[config.mk]
export PLATFORM = sky130hd
export DESIGN_NAME = crypto_iter_engine
export DESIGN_NICKNAME = d
export VERILOG_FILES = /design/src/rtl/crypto_iter_pkg.sv /design/src/rtl/crypto_iter_lane.sv /design/src/rtl/crypto_iter_engine.sv
export SDC_FILE = /design/constraint.sdc
export NUM_CORES = 2
export LEC_CHECK = 0
export CAP_MARGIN = 30
export CORE_MARGIN = 10
export CORE_UTILIZATION = 29
export DETAILED_ROUTE_END_ITERATION = 7
export SYNTH_ARGS = -nofsm -noshare
export SYNTH_HDL_FRONTEND = slang
export SYNTH_SLANG_ARGS = --single-unit
[constraint.sdc]
create_clock -name clk -period 4.2 [get_ports clk]
set_input_delay 1.05 -clock clk [delete_from_list [all_inputs] [get_ports clk]]
set_output_delay 1.05 -clock clk [all_outputs]
set_load 0.05 [all_outputs]
[src/rtl/crypto_iter_pkg.sv]
// Shared types and the round function for the iterative cipher engine.
// Struct fields are sized for the widest supported build; modules zero-extend into them and slice out.
package crypto_iter_pkg;

  localparam int CI_ROT    = 5;
  localparam int CI_MAX_BW = 256;
  localparam int CI_MAX_RW = 8;
  localparam int CI_MAX_TW = 8;

  typedef enum logic {
    L_IDLE = 1'b0,
    L_BUSY = 1'b1
  } lane_state_e;

  typedef struct packed {
    logic [CI_MAX_BW-1:0] data;
    logic [CI_MAX_BW-1:0] key;
    logic [CI_MAX_RW-1:0] rounds;
    logic [CI_MAX_TW-1:0] tag;
  } lane_load_t;

  typedef struct packed {
    logic [CI_MAX_BW-1:0] data;
    logic                 valid;
  } rob_entry_t;

  // f(s, k, r) = rotl(s ^ k, CI_ROT) + r, confined to the low w bits (w >= 8).
  function automatic logic [CI_MAX_BW-1:0] ci_round(input logic [CI_MAX_BW-1:0] s,
                                                    input logic [CI_MAX_BW-1:0] k,
                                                    input logic [CI_MAX_RW-1:0] r,
                                                    input int unsigned w);
    logic [CI_MAX_BW-1:0] mask;
    logic [CI_MAX_BW-1:0] x;
    logic [CI_MAX_BW-1:0] rot;
    mask = {CI_MAX_BW{1'b1}} >> (CI_MAX_BW - w);
    x    = (s ^ k) & mask;
    rot  = ((x << CI_ROT) | (x >> (w - CI_ROT))) & mask;
    return (rot + {{(CI_MAX_BW-CI_MAX_RW){1'b0}}, r}) & mask;
  endfunction

endpackage

[src/rtl/crypto_iter_lane.sv]
// One iterative cipher lane: loads a block, applies one round per cycle,
// and reports the final state with its reorder tag on the completing cycle.
//
// state  | meaning
// L_IDLE | lane free, may be loaded this cycle
// L_BUSY | applying round rnd_q; done asserted when rnd_q == rounds_q
module crypto_iter_lane
  import crypto_iter_pkg::*;
#(
  parameter int BW = 32,
  parameter int RW = 4,
  parameter int TW = 3
) (
  input  logic          clk,
  input  logic          rst,
  input  logic          load_en,
  input  lane_load_t    load,
  output logic          busy,
  output logic          done,
  output logic [TW-1:0] done_tag,
  output logic [BW-1:0] done_data
);

  lane_state_e state_q, state_d;

  logic [BW-1:0]        st_q;
  logic [BW-1:0]        key_q;
  logic [RW-1:0]        rounds_q;
  logic [RW-1:0]        rnd_q;
  logic [TW-1:0]        tag_q;
  logic [CI_MAX_BW-1:0] f_full;
  logic                 last;
  logic                 unused_bits;

  assign f_full = ci_round(CI_MAX_BW'(st_q), CI_MAX_BW'(key_q), CI_MAX_RW'(rnd_q), BW);
  assign last   = (state_q == L_BUSY) && (rnd_q == rounds_q);

  // Upper bits of the wide package structs are always zero in this build.
  assign unused_bits = ^{f_full >> BW, load.data >> BW, load.key >> BW,
                         load.rounds >> RW, load.tag >> TW};

  always_ff @(posedge clk) begin
    if (rst) state_q <= L_IDLE;
    else     state_q <= state_d;
  end

  always_comb begin
    state_d = state_q;
    case (state_q)
      L_IDLE:  if (load_en) state_d = L_BUSY;
      L_BUSY:  if (last)    state_d = L_IDLE;
      default: state_d = L_IDLE;
    endcase
  end

  always_ff @(posedge clk) begin
    if (rst) begin
      st_q     <= '0;
      key_q    <= '0;
      rounds_q <= '0;
      rnd_q    <= '0;
      tag_q    <= '0;
    end else if (load_en) begin
      st_q     <= load.data[BW-1:0];
      key_q    <= load.key[BW-1:0];
      rounds_q <= load.rounds[RW-1:0];
      rnd_q    <= RW'(1);
      tag_q    <= load.tag[TW-1:0];
    end else if (state_q == L_BUSY) begin
      st_q  <= f_full[BW-1:0];
      rnd_q <= rnd_q + RW'(1);
    end
  end

  assign busy      = (state_q == L_BUSY);
  assign done      = last;
  assign done_tag  = tag_q;
  assign done_data = f_full[BW-1:0];

endmodule

[src/rtl/crypto_iter_engine.sv]
// Multi-lane iterative cipher engine with a reorder buffer restoring arrival order.
// Define CRYPTO_ITER_PERF_EN to build the performance counters; otherwise they read 0.
module crypto_iter_engine
  import crypto_iter_pkg::*;
#(
  parameter  int BLOCK_WIDTH   = 32,
  parameter  int NUM_LANES     = 4,
  parameter  int ROB_DEPTH     = 8,
  parameter  int MAX_ROUNDS    = 15,
  parameter  int COUNTER_WIDTH = 32,
  localparam int ROUND_W       = $clog2(MAX_ROUNDS + 1)
) (
  input  logic                     clk,
  input  logic                     rst,
  input  logic [BLOCK_WIDTH-1:0]   cfg_key,
  input  logic [BLOCK_WIDTH-1:0]   data_in,
  input  logic [ROUND_W-1:0]       data_in_rounds,
  input  logic                     data_in_valid,
  output logic                     data_in_ready,
  output logic [BLOCK_WIDTH-1:0]   data_out,
  output logic                     data_out_valid,
  input  logic                     data_out_ready,
  output logic [NUM_LANES-1:0]     lanes_busy,
  output logic [COUNTER_WIDTH-1:0] blocks_processed,
  output logic [COUNTER_WIDTH-1:0] cycles_elapsed,
  output logic [COUNTER_WIDTH-1:0] stall_cycles
);

  localparam int TAG_W  = (ROB_DEPTH > 1) ? $clog2(ROB_DEPTH) : 1;
  localparam int OUT_W  = $clog2(ROB_DEPTH + 1);
  localparam int LANE_W = (NUM_LANES > 1) ? $clog2(NUM_LANES) : 1;

  logic [NUM_LANES-1:0]   busy;
  logic [NUM_LANES-1:0]   done;
  logic [NUM_LANES-1:0]   load_en;
  logic [TAG_W-1:0]       done_tag  [NUM_LANES];
  logic [BLOCK_WIDTH-1:0] done_data [NUM_LANES];
  lane_load_t             load;

  logic                   run_q;
  logic [TAG_W-1:0]       wr_seq_q, rd_seq_q;
  logic [OUT_W-1:0]       outstanding_q;
  rob_entry_t             rob_q [ROB_DEPTH];
  rob_entry_t             head;
  logic                   unused_head;

  logic                   free_found;
  logic [LANE_W-1:0]      free_idx;
  logic                   accept, pop;
  logic [ROUND_W-1:0]     rounds_eff;

  function automatic logic [TAG_W-1:0] seq_inc(input logic [TAG_W-1:0] s);
    return (s == TAG_W'(ROB_DEPTH - 1)) ? '0 : s + TAG_W'(1);
  endfunction

  always_comb begin
    free_found = 1'b0;
    free_idx   = '0;
    for (int i = NUM_LANES - 1; i >= 0; i--) begin
      if (!busy[i]) begin
        free_found = 1'b1;
        free_idx   = LANE_W'(i);
      end
    end
  end

  // run_q keeps ready low through the first cycle after reset.
  assign data_in_ready = run_q && free_found && (outstanding_q < OUT_W'(ROB_DEPTH));
  assign accept        = data_in_valid && data_in_ready;
  assign pop           = data_out_valid && data_out_ready;

  always_comb begin
    rounds_eff = data_in_rounds;
    if (data_in_rounds == '0)                 rounds_eff = ROUND_W'(1);
    else if (int'(data_in_rounds) > MAX_ROUNDS) rounds_eff = ROUND_W'(MAX_ROUNDS);
  end

  always_comb begin
    load        = '0;
    load.data   = CI_MAX_BW'(data_in);
    load.key    = CI_MAX_BW'(cfg_key);
    load.rounds = CI_MAX_RW'(rounds_eff);
    load.tag    = CI_MAX_TW'(wr_seq_q);
  end

  for (genvar g = 0; g < NUM_LANES; g++) begin : g_lane
    assign load_en[g] = accept && (free_idx == LANE_W'(g));

    crypto_iter_lane #(
      .BW(BLOCK_WIDTH),
      .RW(ROUND_W),
      .TW(TAG_W)
    ) u_lane (
      .clk       (clk),
      .rst       (rst),
      .load_en   (load_en[g]),
      .load      (load),
      .busy      (busy[g]),
      .done      (done[g]),
      .done_tag  (done_tag[g]),
      .done_data (done_data[g])
    );
  end

  always_ff @(posedge clk) begin
    if (rst) begin
      for (int i = 0; i < ROB_DEPTH; i++) rob_q[i] <= '0;
    end else begin
      if (pop) rob_q[rd_seq_q].valid <= 1'b0;
      for (int i = 0; i < NUM_LANES; i++) begin
        if (done[i]) begin
          rob_q[done_tag[i]].data  <= CI_MAX_BW'(done_data[i]);
          rob_q[done_tag[i]].valid <= 1'b1;
        end
      end
    end
  end

  always_ff @(posedge clk) begin
    if (rst) begin
      run_q         <= 1'b0;
      wr_seq_q      <= '0;
      rd_seq_q      <= '0;
      outstanding_q <= '0;
    end else begin
      run_q <= 1'b1;
      if (accept) wr_seq_q <= seq_inc(wr_seq_q);
      if (pop)    rd_seq_q <= seq_inc(rd_seq_q);
      case ({accept, pop})
        2'b10:   outstanding_q <= outstanding_q + OUT_W'(1);
        2'b01:   outstanding_q <= outstanding_q - OUT_W'(1);
        default: outstanding_q <= outstanding_q;
      endcase
    end
  end

  assign head           = rob_q[rd_seq_q];
  assign data_out       = head.data[BLOCK_WIDTH-1:0];
  assign data_out_valid = head.valid;
  assign unused_head    = ^(head.data >> BLOCK_WIDTH);
  assign lanes_busy     = busy;

`ifdef CRYPTO_ITER_PERF_EN
  logic [COUNTER_WIDTH-1:0] blk_q, cyc_q, stall_q;

  always_ff @(posedge clk) begin
    if (rst) begin
      blk_q   <= '0;
      cyc_q   <= '0;
      stall_q <= '0;
    end else begin
      cyc_q <= cyc_q + COUNTER_WIDTH'(1);
      if (pop)                            blk_q   <= blk_q + COUNTER_WIDTH'(1);
      if (data_in_valid && !data_in_ready) stall_q <= stall_q + COUNTER_WIDTH'(1);
    end
  end

  assign blocks_processed = blk_q;
  assign cycles_elapsed   = cyc_q;
  assign stall_cycles     = stall_q;
`else
  assign blocks_processed = '0;
  assign cycles_elapsed   = '0;
  assign stall_cycles     = '0;
`endif

endmodule
Yosys cells after proc, flatten, opt, wreduce, memory -nomap -nowiden
Memory sizes are Yosys's and may differ from the RTL's. A register that Yosys moved wholly into a read port is not among the register bits.
Cells that the tools add are included.
Operators by class
  add/sub/neg operators: 12
  multipliers: 0
  divide/modulo/power cells: 0
  magnitude comparators: 1
  equality and inequality tests: 11
  shift operators: 0
  mux-type cells: 75
  bitwise operators: 12
  reduce and logical (&&, ||, !) cells: 28
Operators by type and width (count)
  32-bit 2-to-1 mux: 8
  33-bit 2-to-1 mux: 5
  33-bit OR reduction: 5
  32-bit by 4-bit adder with 32-bit output: 4
  32-bit by 5-bit OR with 32-bit output: 4
  32-bit XOR: 4
  1-bit 2-to-1 mux: 42
  3-bit 2-to-1 mux: 9
  4-bit by 1-bit adder with 4-bit output (second input constant): 5
  4-bit == test: 4
  1-bit logical AND: 12
  2-bit 2-to-1 mux: 5
  2-bit nonzero test: 5
  1-bit case mux with 2 select lines: 4
  4-bit case mux with 2 select lines: 1
  2-bit OR reduction: 4
  3-bit by 1-bit adder with 3-bit output (second input constant): 2
  2-bit == test (second input constant): 3
  3-bit == test (second input constant): 2
  2-bit by 1-bit == test with 1-bit output (second input constant): 2
  4-bit zero test: 1
  4-bit less-than comparator (second input constant): 1
  4-bit 2-to-1 mux: 1
  1-bit inverter: 4
  other kinds (2): 2
Word-level totals
  bits in registers: 315
  latch bits: 0
  RAM bits: 264
  ROM bits: 0
  output and inout port bits: 134
  word-level logic and storage cells: 172
  memories kept: 1
Memory list
  rob_q: words 8, width 33, rd ports 1, clocked after Yosys merged registers in 1, wr ports 8, RTL line crypto_iter_engine.sv:43  | rob_entry_t rob_q [ROB_DEPTH];

Longest topological paths before layout
  depth in word-level cells: 10
  mapped depth: 12

By module
A second synthesis with hierarchy kept.
Second synthesis, totals
  cells, all modules: 3771
  area, all modules: 35547.8 um^2
By module, submodules not included
  crypto_iter_engine: times used 1, cells each 1961, area each 18940.7 um^2, sequential area each 8127.8 um^2
  crypto_iter_lane (g_lane[1].u_lane ...): times used 3, cells each 451, area each 4184.0 um^2, sequential area each 1521.5 um^2
  crypto_iter_lane (g_lane[0].u_lane): times used 1, cells each 457, area each 4055.1 um^2, sequential area each 1521.5 um^2

Worst setup path before layout
No wires, ideal clock.
  path type: input -> register
  start point: input rst
  end point: memory rob_q[3][10] (netlist bit) (enable)
  library setup time: 0.629 ns
  arrival: 3.089 ns
  slack: 0.482 ns
  stages on the path: 7
  buffers on the path: 2
  path through: inv_1 > clkbuf_1 > and3_1 > and2_1 > clkbuf_1 > nor2_1 > nand4_1
RTL lines
  from (decl): RTL line crypto_iter_engine.sv:14  | input logic rst,
  to (decl): RTL line crypto_iter_engine.sv:43

==> impl_metrics.tcl <==
set metrics [dict create \
    status "finished with violations" \
    violations "design-rule violations" \
    tns_ns 0 \
    clk_transition_reported_paths_ns 0.06 \
    synth_flop_cell "dfxtp_1" \
    num_rows 125 \
    cts_sinks 582 \
    clock_skew_ns 0.0302 \
    postCtsSetupBuffers 0 \
    synth-xor-area-share_pct 7.61 \
    grt_pass1_vias 31100 \
    synthTopCellsByArea "edfxtp_1 22%, dfxtp_1 19%, nand2_1 6.0%" \
    synth-simple-area-share_pct 15.7 \
    grt_setup_unrepaired "no" \
    yosysUniqueCellTypes 79 \
    coreArea_um2 117000 \
    h-tree-depth 3 \
    synth_area_per_cell_um2 9.23 \
    die_h_um 363 \
    port_buffers 109 \
    drive_gt1_share_pct 14.5 \
    cts_buffers 69 \
    synth_mux_area_share_pct 7.42 \
    cp.arrival_ns 2.99 \
    ys_warn_count 0 \
    fp.dieW_um 363 \
    cts_hold_buf 0 \
    vias 32800 \
    dr.pass1.iters 8 \
    startpoint_type "register" \
    root_buffer "clkbuf_16" \
    clockBufferDepth 3 \
    max_freq_ghz 0.248 \
    grt_pass1_wl_mm 227 \
    synthAdderAreaFrac_pct 1.28 \
    cts_tree "yes" \
    synth-seq-cells 582 \
    ys_seq_area_share_pct 41.5 \
    finalCriticalPeriod_ns 4.04 \
    total_power_mw 14.3 \
    fill_cells 11900 \
    antenna_left 0 \
    initialDrtViolationCount 5280 \
    critPathMaxFanout 40 \
    clkLatencyLatePin_ns 0.65 \
    wl_per_cell_um 29.6 \
    io_pins 206 \
    finalSetupViolCount 0 \
    design.die.area_um2 132000 \
    ir_drop_v 0.000250 \
    worst_pin_slew_ns 1.17 \
    maxCapViolCount 0 \
    nets 3974 \
    synth_top_cell_area_share_pct 22.5 \
    rr_startpoint "g_lane[0].u_lane.key_q[2]" \
    cts_resized 0 \
    worstRegToRegCells 8 \
    synth_edf_count 256 \
    synth_top_family_by_area "compound AO/OA/AOI/OAI gates" \
    grt_use_total_pct 23.4 \
    synth_compound_area_share_pct 20.8 \
    post-route-period-util_pct 96.1 \
    slew_violations 0 \
    relSlewSlack_pct 21.5 \
    r2r_setup_slack_ns 0.56 \
    rr_endpoint "rob_q[6][24]" \
    p_per_area_nw_per_um2 352 \
    wirelength_mm 162 \
    synthArstFlopShare_pct 0 \
    dp.cells 5321 \
    critPathCaptureType "primary output" \
    netlist_instances 3708 \
    p_leak_nw 14.4 \
    cp.required_ns 3.15 \
    antenna_found_initial 3 \
    syn-cell-area_um2 34200 \
    hold_violations 0 \
    place_hpwl_mm 115 \
    vias_per_cell 6.02 \
    instances_no_fill 5455 \
    gp_congestion 1.02 \
    endpoint "data_out[24]" \
    hp-class "reg -> reg" \
    area_growth_syn_to_layout_pct 18.7 \
    initial_core_util_pct 29.3 \
    drcViolationCount 1 \
    grt_max_degree 173 \
    worstSetupPathType "reg -> out" \
    grt_overflow 0 \
    synth_top_area_cell "edfxtp_1" \
]
## through the flow
stage	worst slack, ns	cell area (um^2)	hold slack, ns	utilization (%)
after floorplan	0.482	34600	0.448	-
after global placement	0.463	38100	0.454	32.7
after detailed placement	0.608	38200	0.458	32.8
after CTS	0.111	40600	0.466	34.8
after global routing	0.0572	40600	0.479	34.8
final	0.163	40600	0.466	34.8
## worst min path at each step
stage | cells after the start | slack [ns] | start | endpoint
after floorplan | 2 | 0.45 | g_lane[0].u_lane.key_q[11] | g_lane[0].u_lane.key_q[11]
after global placement | 2 | 0.45 | g_lane[3].u_lane.key_q[15] | g_lane[3].u_lane.key_q[15]
after detailed placement | 2 | 0.46 | g_lane[2].u_lane.key_q[31] | g_lane[2].u_lane.key_q[31]
after CTS | 2 | 0.47 | g_lane[3].u_lane.key_q[15] | g_lane[3].u_lane.key_q[15]
after global routing | 2 | 0.48 | g_lane[1].u_lane.key_q[27] | g_lane[1].u_lane.key_q[27]
final | 2 | 0.47 | g_lane[3].u_lane.st_q[0] | g_lane[3].u_lane.st_q[0]
## logic make-up after synthesis
group / count (synthesis)
compound gates: 1060
xor+xnor: 292
fa+ha+maj: 32
buf+inv: 413
flops: 582
mux: 166
other cells: 1
simple gates: 1162
## critical path: stages (launching register included)
cell,delay [ns]
dfxtp_4,0.37
buf_12,0.28
mux4_2,0.58
mux2_2,0.32
clkdlybuf4s50_1,0.71
## cell usage after synthesis (9+ instances only)
library cell and count:
nor2_1 237, nand3_1 64, nor4_1 37, dfxtp_1 326, xnor2_1 168, nand4b_1 9
a21o_1 21, or2_2 12, o211ai_1 13, o31ai_1 12, mux2_2 40, o21ai_0 134
a211oi_1 90, nand4_1 28, buf_1 21, ha_1 27, or3_1 31, a222oi_1 38
edfxtp_1 256, a22oi_1 54, inv_1 22, o22ai_1 37, a221oi_1 229, buf_4 100
a21oi_1 361, mux2i_1 60, and2_1 27, a31oi_1 17, nor3_1 86, mux4_2 66
and4_1 9, nand2_1 545, nand2b_1 10, or4_1 10, clkbuf_1 266, xor2_1 118
a311oi_1 11
## layer usage
metal / track usage (%) / vias up / wire [um]
li1: - / 14100 / -
met1: 29.9 / 15700 / 63100
met2: 34.3 / 2507 / 67200
met3: 9.13 / 586 / 22500
met4: 10.7 / 0 / 8860
met5: 0 / - / 0
## cell usage in the layout (no fill, tap or decap), types with 11 or more instances in the layout
master           synthesis  final
dfxtp_1                326    321
a222oi_1                38     38
buf_12                   0     21
and2_1                  27     27
o31ai_1                 12     12
o22ai_1                 37     37
a22oi_1                 54     54
or2_2                   12     12
nand4_1                 28     28
mux2i_1                 60     60
nor3_1                  86     80
nor4_1                  37     29
xor2_1                 118    118
a221oi_1               229    229
nand2_1                545    545
o211ai_1                13     13
xnor2_1                168    164
conb_1                   1     96
buf_4                  100    256
a311oi_1                11     11
nand3_1                 64     64
or3_1                   31     31
a21oi_1                361    360
clkbuf_16                0     72
inv_1                   22     22
a31oi_1                 17     17
ha_1                    27     27
mux2_2                  40     40
clkdlybuf4s50_1          0    108
a211oi_1                90     90
a21o_1                  21     21
mux4_2                  66     66
clkinv_2                 0     16
nor2_1                 237    232
edfxtp_1               256    256
o21ai_0                134    134
## power by group
group | switching (mW) | leakage [nW] | total, mW | internal, mW
combinational | 1.25 | 7.92 | 1.76 | 0.509
clock | 2.61 | 1.16 | 6.36 | 3.75
sequential | 0.0980 | 5.29 | 6.17 | 6.07
total | 3.96 | 14.4 | 14.3 | 10.3
## cell type report
type,count,area [um^2],share of cell area (%)
antenna,5,12.5,0.0308
clock buffer,88,1920,4.73
clock inverter,39,432,1.06
inverter,22,82.6,0.203
multi-input combinational,2808,18600,45.8
sequential,582,14200,35.0
tap,1524,1910,4.70
timing repair buffer,387,3440,8.48
## sequential cells by signal (all words and copies together) (netlist names), named ones only
| signal | count |
|---|---|
| g_lane.u_lane.rnd_q | 16 |
| g_lane.u_lane.done_tag | 12 |
| wr_seq_q | 3 |
| outstanding_q | 4 |
| g_lane.u_lane.rounds_q | 16 |
| rd_seq_q | 3 |
| g_lane.u_lane.key_q | 128 |
| g_lane.u_lane.busy | 4 |
| rob_q | 264 |
| g_lane.u_lane.st_q | 128 |
| run_q | 1 |
Power figures use the tool's default switching activity.
